$ cat src/rtl/ap_mem_pkg.sv
// Shared types for the associative processor memory path: FSM state codes
// (visible to the caches through state_interface_module), client select,
// default burst length and the saturating beat-count helper.
package ap_mem_pkg;

  localparam int unsigned BURST_LEN_DEFAULT = 16;
  localparam int unsigned CNT_W             = 10;

  // Codes are observed by the caches; MEM_WRITE_DATA_STORE must stay 4'd9.
  typedef enum logic [3:0] {
    MEM_IDLE             = 4'd0,
    MEM_READ_INSTR       = 4'd1,
    MEM_READ_DATA        = 4'd8,
    MEM_WRITE_DATA_STORE = 4'd9,
    MEM_RELEASE          = 4'd10
  } mem_state_e;

  typedef enum logic [1:0] {
    CL_NONE    = 2'd0,
    CL_INSTR   = 2'd1,
    CL_DATA_RD = 2'd2,
    CL_DATA_WR = 2'd3
  } client_e;

  // Increment that sticks at the all-ones value instead of wrapping.
  function automatic logic [CNT_W-1:0] sat_inc(input logic [CNT_W-1:0] v);
    if (v == {CNT_W{1'b1}}) begin
      return v;
    end else begin
      return v + {{(CNT_W-1){1'b0}}, 1'b1};
    end
  endfunction

endpackage

$ cat src/rtl/ap_beat_counter.sv
// Per-client read beat counter: load to 1 on grant, saturating increment on
// each delivered beat, clear when the client is released. Clear wins over
// load, load wins over increment.
module ap_beat_counter
  import ap_mem_pkg::*;
(
  input  logic             clk,
  input  logic             rst,
  input  logic             load_i,
  input  logic             inc_i,
  input  logic             clr_i,
  output logic [CNT_W-1:0] cnt_o
);

  logic [CNT_W-1:0] cnt_d;
  logic [CNT_W-1:0] cnt_q;

  // Next count selection.
  always_comb begin
    cnt_d = cnt_q;
    if (clr_i) begin
      cnt_d = {CNT_W{1'b0}};
    end else if (load_i) begin
      cnt_d = {{(CNT_W-1){1'b0}}, 1'b1};
    end else if (inc_i) begin
      cnt_d = sat_inc(cnt_q);
    end else begin
      cnt_d = cnt_q;
    end
  end

  // Count register.
  always_ff @(posedge clk or negedge rst) begin
    if (!rst) begin
      cnt_q <= {CNT_W{1'b0}};
    end else begin
      cnt_q <= cnt_d;
    end
  end

  assign cnt_o = cnt_q;

endmodule

$ cat src/rtl/ap_ddr_burst_server.sv
// Arbitrates instruction-cache reads, data-cache reads and data-cache stores
// onto the single DDR burst port (priority store > data read > instr read).
// Optional watchdog: define AP_DDR_TIMEOUT_EN to add ddr_err and abort
// bursts that never finish within TIMEOUT_CYCLES.
module ap_ddr_burst_server
  import ap_mem_pkg::*;
#(
  parameter int DATA_WIDTH     = 16,
  parameter int DDR_ADDR_WIDTH = 28,
  parameter int BURST_LEN      = BURST_LEN_DEFAULT,
  parameter int TIMEOUT_CYCLES = 1024
) (
  input  logic                      clk,
  input  logic                      rst,
  input  logic                      INSTR_read_req,
  input  logic [DDR_ADDR_WIDTH-1:0] INSTR_read_addr,
  output logic [DATA_WIDTH-1:0]     INSTR_to_cache,
  output logic [9:0]                rd_cnt_instr,
  output logic                      rd_burst_instr_valid,
  input  logic                      DATA_read_req,
  input  logic [DDR_ADDR_WIDTH-1:0] DATA_read_addr,
  input  logic                      DATA_store_req,
  input  logic [DDR_ADDR_WIDTH-1:0] DATA_write_addr,
  input  logic [DATA_WIDTH-1:0]     DATA_to_ddr,
  output logic [DATA_WIDTH-1:0]     DATA_to_cache,
  output logic [9:0]                rd_cnt_data,
  output logic                      rd_burst_data_valid,
  output logic                      wr_burst_data_req,
  output logic [3:0]                state_interface_module,
  output logic                      ddr_rd_req,
  output logic [9:0]                ddr_rd_len,
  output logic [DDR_ADDR_WIDTH-1:0] ddr_rd_addr,
  input  logic                      ddr_rd_valid,
  input  logic [DATA_WIDTH-1:0]     ddr_rd_data,
  input  logic                      ddr_rd_finish,
  output logic                      ddr_wr_req,
  output logic [9:0]                ddr_wr_len,
  output logic [DDR_ADDR_WIDTH-1:0] ddr_wr_addr,
  input  logic                      ddr_wr_data_req,
  output logic [DATA_WIDTH-1:0]     ddr_wr_data,
  input  logic                      ddr_wr_finish
`ifdef AP_DDR_TIMEOUT_EN
  ,
  output logic                      ddr_err
`endif
);

  localparam logic [9:0] LEN = 10'(BURST_LEN);

  mem_state_e st_q, st_d;
  client_e    grant_q, grant_d;
  logic rd_req_q, rd_req_d, wr_req_q, wr_req_d;
  logic [9:0] rd_len_q, rd_len_d, wr_len_q, wr_len_d;
  logic [DDR_ADDR_WIDTH-1:0] rd_addr_q, rd_addr_d, wr_addr_q, wr_addr_d;
  logic [DATA_WIDTH-1:0] instr_data_q, instr_data_d, data_data_q, data_data_d;
  logic instr_vld_q, instr_vld_d, data_vld_q, data_vld_d;
  logic instr_load_s, instr_inc_s, instr_clr_s;
  logic data_load_s, data_inc_s, data_clr_s;
  logic granted_req_s;
`ifdef AP_DDR_TIMEOUT_EN
  localparam int WD_W = $clog2(TIMEOUT_CYCLES + 1);
  logic [WD_W-1:0] wd_q, wd_d;
  logic err_q, err_d;
`endif

  // Request line of whichever client currently owns the DDR port.
  always_comb begin
    case (grant_q)
      CL_INSTR:   granted_req_s = INSTR_read_req;
      CL_DATA_RD: granted_req_s = DATA_read_req;
      CL_DATA_WR: granted_req_s = DATA_store_req;
      default:    granted_req_s = 1'b0;
    endcase
  end

  // Arbitration, burst sequencing and next-value computation for all flops.
  always_comb begin
    st_d = st_q;          grant_d = grant_q;
    rd_req_d = rd_req_q;  wr_req_d = wr_req_q;
    rd_len_d = rd_len_q;  wr_len_d = wr_len_q;
    rd_addr_d = rd_addr_q; wr_addr_d = wr_addr_q;
    instr_data_d = instr_data_q; data_data_d = data_data_q;
    instr_vld_d = 1'b0;   data_vld_d = 1'b0;
    instr_load_s = 1'b0;  instr_inc_s = 1'b0; instr_clr_s = 1'b0;
    data_load_s = 1'b0;   data_inc_s = 1'b0;  data_clr_s = 1'b0;
    case (st_q)
      MEM_IDLE: begin
        if (DATA_store_req) begin
          st_d = MEM_WRITE_DATA_STORE; grant_d = CL_DATA_WR;
          wr_addr_d = DATA_write_addr; wr_len_d = LEN; wr_req_d = 1'b1;
        end else if (DATA_read_req) begin
          st_d = MEM_READ_DATA; grant_d = CL_DATA_RD;
          rd_addr_d = DATA_read_addr; rd_len_d = LEN; rd_req_d = 1'b1;
          data_load_s = 1'b1;
        end else if (INSTR_read_req) begin
          st_d = MEM_READ_INSTR; grant_d = CL_INSTR;
          rd_addr_d = INSTR_read_addr; rd_len_d = LEN; rd_req_d = 1'b1;
          instr_load_s = 1'b1;
        end else begin
          st_d = MEM_IDLE;
        end
      end
      MEM_READ_INSTR, MEM_READ_DATA: begin
        // A client that dropped its request still lets the burst drain,
        // but its beats are discarded.
        if (ddr_rd_valid) begin
          rd_req_d = 1'b0;
          if (granted_req_s && st_q == MEM_READ_INSTR) begin
            instr_data_d = ddr_rd_data; instr_vld_d = 1'b1; instr_inc_s = 1'b1;
          end else if (granted_req_s) begin
            data_data_d = ddr_rd_data; data_vld_d = 1'b1; data_inc_s = 1'b1;
          end else begin
            instr_vld_d = 1'b0;
          end
        end else begin
          rd_req_d = rd_req_q;
        end
        if (ddr_rd_finish) begin
          st_d = MEM_RELEASE; rd_req_d = 1'b0;
        end else begin
          st_d = st_q;
        end
      end
      MEM_WRITE_DATA_STORE: begin
        if (ddr_wr_data_req) begin
          wr_req_d = 1'b0;
        end else begin
          wr_req_d = wr_req_q;
        end
        if (ddr_wr_finish) begin
          st_d = MEM_RELEASE; wr_req_d = 1'b0;
        end else begin
          st_d = st_q;
        end
      end
      MEM_RELEASE: begin
        // Hold here until the served client lets go, so a held request is
        // not mistaken for a fresh one.
        if (!granted_req_s) begin
          st_d = MEM_IDLE; grant_d = CL_NONE;
          instr_clr_s = (grant_q == CL_INSTR);
          data_clr_s  = (grant_q == CL_DATA_RD);
        end else begin
          st_d = MEM_RELEASE;
        end
      end
      default: begin
        st_d = MEM_IDLE; grant_d = CL_NONE;
        rd_req_d = 1'b0; wr_req_d = 1'b0;
      end
    endcase
`ifdef AP_DDR_TIMEOUT_EN
    err_d = 1'b0;
    if (st_q == MEM_READ_INSTR || st_q == MEM_READ_DATA ||
        st_q == MEM_WRITE_DATA_STORE) begin
      wd_d = wd_q + {{(WD_W-1){1'b0}}, 1'b1};
      if (wd_q == WD_W'(TIMEOUT_CYCLES - 1)) begin
        st_d = MEM_RELEASE; rd_req_d = 1'b0; wr_req_d = 1'b0;
        err_d = 1'b1; wd_d = {WD_W{1'b0}};
      end else begin
        err_d = 1'b0;
      end
    end else begin
      wd_d = {WD_W{1'b0}};
    end
`endif
  end

  // State and registered outputs; reset abandons any burst in flight.
  always_ff @(posedge clk or negedge rst) begin
    if (!rst) begin
      st_q <= MEM_IDLE;      grant_q <= CL_NONE;
      rd_req_q <= 1'b0;      wr_req_q <= 1'b0;
      rd_len_q <= 10'd0;     wr_len_q <= 10'd0;
      rd_addr_q <= '0;       wr_addr_q <= '0;
      instr_data_q <= '0;    data_data_q <= '0;
      instr_vld_q <= 1'b0;   data_vld_q <= 1'b0;
`ifdef AP_DDR_TIMEOUT_EN
      wd_q <= '0;            err_q <= 1'b0;
`endif
    end else begin
      st_q <= st_d;          grant_q <= grant_d;
      rd_req_q <= rd_req_d;  wr_req_q <= wr_req_d;
      rd_len_q <= rd_len_d;  wr_len_q <= wr_len_d;
      rd_addr_q <= rd_addr_d; wr_addr_q <= wr_addr_d;
      instr_data_q <= instr_data_d; data_data_q <= data_data_d;
      instr_vld_q <= instr_vld_d;   data_vld_q <= data_vld_d;
`ifdef AP_DDR_TIMEOUT_EN
      wd_q <= wd_d;          err_q <= err_d;
`endif
    end
  end

  ap_beat_counter u_cnt_instr (
    .clk(clk), .rst(rst), .load_i(instr_load_s), .inc_i(instr_inc_s),
    .clr_i(instr_clr_s), .cnt_o(rd_cnt_instr)
  );

  ap_beat_counter u_cnt_data (
    .clk(clk), .rst(rst), .load_i(data_load_s), .inc_i(data_inc_s),
    .clr_i(data_clr_s), .cnt_o(rd_cnt_data)
  );

  assign state_interface_module = st_q;
  assign ddr_rd_req = rd_req_q;   assign ddr_rd_len = rd_len_q;
  assign ddr_rd_addr = rd_addr_q;
  assign ddr_wr_req = wr_req_q;   assign ddr_wr_len = wr_len_q;
  assign ddr_wr_addr = wr_addr_q;
  assign INSTR_to_cache = instr_data_q; assign rd_burst_instr_valid = instr_vld_q;
  assign DATA_to_cache = data_data_q;   assign rd_burst_data_valid = data_vld_q;
  // The data cache answers a beat request one cycle later; the DDR side
  // samples that cycle, so both paths stay combinational.
  assign wr_burst_data_req = ddr_wr_data_req && (st_q == MEM_WRITE_DATA_STORE);
  assign ddr_wr_data = DATA_to_ddr;
`ifdef AP_DDR_TIMEOUT_EN
  assign ddr_err = err_q;
`endif

endmodule

$ cat config.mk
export PLATFORM = sky130hd
export DESIGN_NAME = ap_ddr_burst_server
export DESIGN_NICKNAME = d
export VERILOG_FILES = /design/src/rtl/ap_mem_pkg.sv /design/src/rtl/ap_beat_counter.sv /design/src/rtl/ap_ddr_burst_server.sv
export SDC_FILE = /design/constraint.sdc
export NUM_CORES = 1
export LEC_CHECK = 0
export CORE_ASPECT_RATIO = 1.1
export CORE_MARGIN = 8
export CORE_UTILIZATION = 36
export DETAILED_ROUTE_END_ITERATION = 7
export GPL_ROUTABILITY_DRIVEN = 0
export PLACE_DENSITY_LB_ADDON = 0.1
export SLEW_MARGIN = 10
export SYNTH_ARGS = -nofsm -noshare
export SYNTH_HDL_FRONTEND = slang
export SYNTH_SLANG_ARGS = --single-unit
$ cat constraint.sdc
create_clock -name clk -period 2.05 [get_ports clk]
set_input_delay 0.5125 -clock clk [delete_from_list [all_inputs] [get_ports clk]]
set_output_delay 0.5125 -clock clk [all_outputs]
set_load 0.01 [all_outputs]
==> impl_metrics.env <==
export IMPL_outcome="finished, final reports clean"
export IMPL_highest_layer="met4"
export IMPL_core_um2=15000
export IMPL_max_cap_violations=0
export IMPL_p_seq_frac=0.328
export IMPL_met3_length_mm=1.626
export IMPL_avgSynthCellArea_um2=10.76
export IMPL_io_pin_count=278
export IMPL_power_frac_comb=0.396
export IMPL_dieHeight_um=145.4
export IMPL_ys_seq_elements=119
export IMPL_synthCells=509
export IMPL_htree_levels=4
export IMPL_yosys_warnings=0
export IMPL_clk_pin_slew_ns=0.05
export IMPL_finish_utilization=0.5835
export IMPL_r2r_end="u_cnt_data.cnt_o[7]$_DFFE_PN0P_"
export IMPL_min_period_ns=1.998
export IMPL_numClockSinks=119
export IMPL_drv_slew=0
export IMPL_area_delta_synth_final_pct=59.69
export IMPL_wl_mm=16.49
export IMPL_irDropWorstVdd_mv=0.5789
export IMPL_tightestPinTransition_ns=0.5322
export IMPL_wl_met1_mm=6.568
export IMPL_numCtsBuffers=17
export IMPL_required_ns=2.38
export IMPL_synth_distinct_cells=49
export IMPL_overflow=0
export IMPL_crit_fanout=5
export IMPL_end_kind="flop"
export IMPL_synthArstFlopShare=1.000
export IMPL_arrival_ns=2.33
export IMPL_synth_seq_area_share=0.5435
export IMPL_grt_usage=0.1699
export IMPL_synth_edf_count=0
export IMPL_power_share_clock=0.276
export IMPL_nets=884
export IMPL_antenna_found_initial=0
export IMPL_rows=47
export IMPL_r2r_start="state_interface_module[1]$_DFFE_PN0P_"
export IMPL_num_vias=4641
export IMPL_io_buffer_count=226
export IMPL_p_sw_frac=0.3038
export IMPL_r2r_slack_ns=0.14
export IMPL_grt_pass1_vias=4939
export IMPL_drc=0
export IMPL_grt_pass1_wl_mm=26.25
export IMPL_p_sw_mw=3.520
export IMPL_post_drt_wl_per_cell_um=17.07
export IMPL_hold_path_class="in2async"
export IMPL_finalSetupTns_ns=0
export IMPL_diodes=0
export IMPL_die_w_um=133.6
export IMPL_antenna_left=0
export IMPL_maxSlewHeadroom=0.6452
export IMPL_drt_iter0_drc=189
export IMPL_crit_type="in2reg"
export IMPL_p_per_area_nw_per_um2=1324
export IMPL_grt_max_degree=59
export IMPL_period_share=0.9748
export IMPL_fmax_mhz=500.4
export IMPL_die_area_um2=19430
export IMPL_clock_skew_ns=0.005682
export IMPL_leakagePower_nw=3.870
export IMPL_dp_hpwl_mm=13.04
export IMPL_wl_met2_mm=8.060
export IMPL_cts_root_buf="clkbuf_16"
export IMPL_setup_viol=0
export IMPL_start_util=0.3654
export IMPL_hold_viol=0
export IMPL_p_int_mw=8.068
export IMPL_ctsLongestPathBuffers=2
export IMPL_drive_above_1_share=0.1766
export IMPL_cts_tree="yes"
export IMPL_start_kind="input pin"
export IMPL_synth_flop_cell="dfrtp_1"
export IMPL_syn_area_um2=5479
export IMPL_reg2regPathDepth=6
export IMPL_first_pass_iters=4
export IMPL_rsz0062_at_grt="false"
export IMPL_clk_latency_ns=0.41
export IMPL_viasPerCell=4.804
[how the worst max path moves through the flow]
stage | from | endpoint | slack [ns]
CTS | ddr_wr_data_req | wr_burst_data_req | 0.001
detailed placement | DATA_store_req | u_cnt_instr.cnt_o[6]$_DFFE_PN0P_ | -0.37
finish | DATA_store_req | u_cnt_data.cnt_o[7]$_DFFE_PN0P_ | 0.05
global placement | DATA_store_req | u_cnt_data.cnt_o[8]$_DFFE_PN0P_ | -0.29
global route | u_cnt_data.cnt_o[0]$_DFFE_PN0P_ | rd_cnt_data[0] | 0.002
floorplan | DATA_store_req | INSTR_to_cache[10]$_DFFE_PN0P_ | 0.03
[synthesized netlist by cell type (all sizes together) (3+ instances only)]
| master | count | share of area |
|---|---|---|
| nor2b | 3 | 0.0034 |
| o22ai | 4 | 0.0046 |
| nor2 | 48 | 0.033 |
| clkbuf | 13 | 0.0091 |
| nand3 | 11 | 0.010 |
| xnor2 | 6 | 0.0096 |
| nor4 | 5 | 0.0057 |
| a211oi | 4 | 0.0055 |
| and3 | 7 | 0.0080 |
| o21ai | 11 | 0.010 |
| dfrtp | 119 | 0.54 |
| mux2 | 46 | 0.095 |
| inv | 6 | 0.0041 |
| nand2 | 62 | 0.042 |
| or2 | 5 | 0.0057 |
| nand3b | 3 | 0.0041 |
| a21oi | 36 | 0.034 |
| nor3 | 9 | 0.0091 |
| mux2i | 31 | 0.057 |
| a31o | 3 | 0.0048 |
| nand4 | 3 | 0.0034 |
| buf | 46 | 0.058 |
[layout make-up]
cell class | count | area, µm²
Clock buffer | 22 | 474.2
Clock inverter | 10 | 167.7
Fill cell | 1336 | 6246
Inverter | 7 | 26.28
Multi-Input combinational cell | 342 | 2196
Sequential cell | 119 | 2979
Tap cell | 196 | 245.2
Timing Repair Buffer | 270 | 2661
[metrics by stage]
step / worst slack (ns) / area, µm² / total power, mW / hold WS [ns] / cells
after global routing: 0.002378 / 8750 / 12.28 / 0.1015 / 966
after detailed placement: -0.3732 / 8084 / 8.483 / 0.4626 / 933
after floorplan: 0.03214 / 5547 / 5.669 / 0.2169 / 527
final: 0.05172 / 8750 / 11.59 / 0.07606 / 966
after global placement: -0.2870 / 8084 / 8.379 / 0.4561 / 933
after CTS: 0.001232 / 8725 / 11.73 / 0.08438 / 965
[sequential cells by signal (all words and copies together) (netlist names)]
name,flops
DATA_to_cache,16
INSTR_to_cache,16
ddr_rd_addr,28
ddr_rd_len,1
ddr_rd_req,1
ddr_wr_addr,28
ddr_wr_len,1
ddr_wr_req,1
grant_q,2
rd_burst_data_valid,1
rd_burst_instr_valid,1
state_interface_module,3
u_cnt_data.cnt_o,10
u_cnt_instr.cnt_o,10
[repair_timing]
action	4_1_cts	5_1_grt
gates resized for setup	3	4
setup buffers	0	1
setup endpoints to repair	3	5
hold buffers	0	0
[power by group through the flow]
stage          Sequential, mW  Combinational, mW  Clock (mW)
2_1_floorplan            4.24               1.42           0
3_3_place_gp             3.81               4.57           0
3_5_place_dp             3.84               4.64           0
4_1_cts                  3.82               4.64        3.26
5_1_grt                  3.94               4.97        3.37
6_report                 3.81               4.58        3.20
[layer usage]
layer  vias up  GRT usage
met4         0    0.05621
met3        14    0.08702
met2       192     0.2845
met5         -          0
li1       2212          -
met1      2223     0.1810
[worst max-delay path, cell delays in order]
cell,delay [ns]
clkdlybuf4s50_1,0.50
mux2_1,0.20
a21oi_4,0.09
or3_1,0.44
or4_1,0.42
a21oi_1,0.17
[cells in the final DEF, fill, tap and decap left out, drive strengths merged, types with 19 or more instances in the layout]
cell,instances
clkbuf,22
dfrtp,119
a21oi,36
conb,19
mux2,46
mux2i,31
nor2,48
clkdlybuf4s50,221
buf,46
nand2,62
[logic make-up after synthesis]
group | Yosys count | share of synthesized area
AOI/OAI and AO/OA | 70 | 0.07650
xor gates and xnor gates | 6 | 0.009591
adders and majority gates | 2 | 0.004567
buffers and inverters | 66 | 0.07147
DFF | 119 | 0.5435
muxes | 77 | 0.1512
other | 1 | 0.0006844
and+or+nand+nor | 168 | 0.1425
No activity file was read; power rests on OpenSTA's default activity.
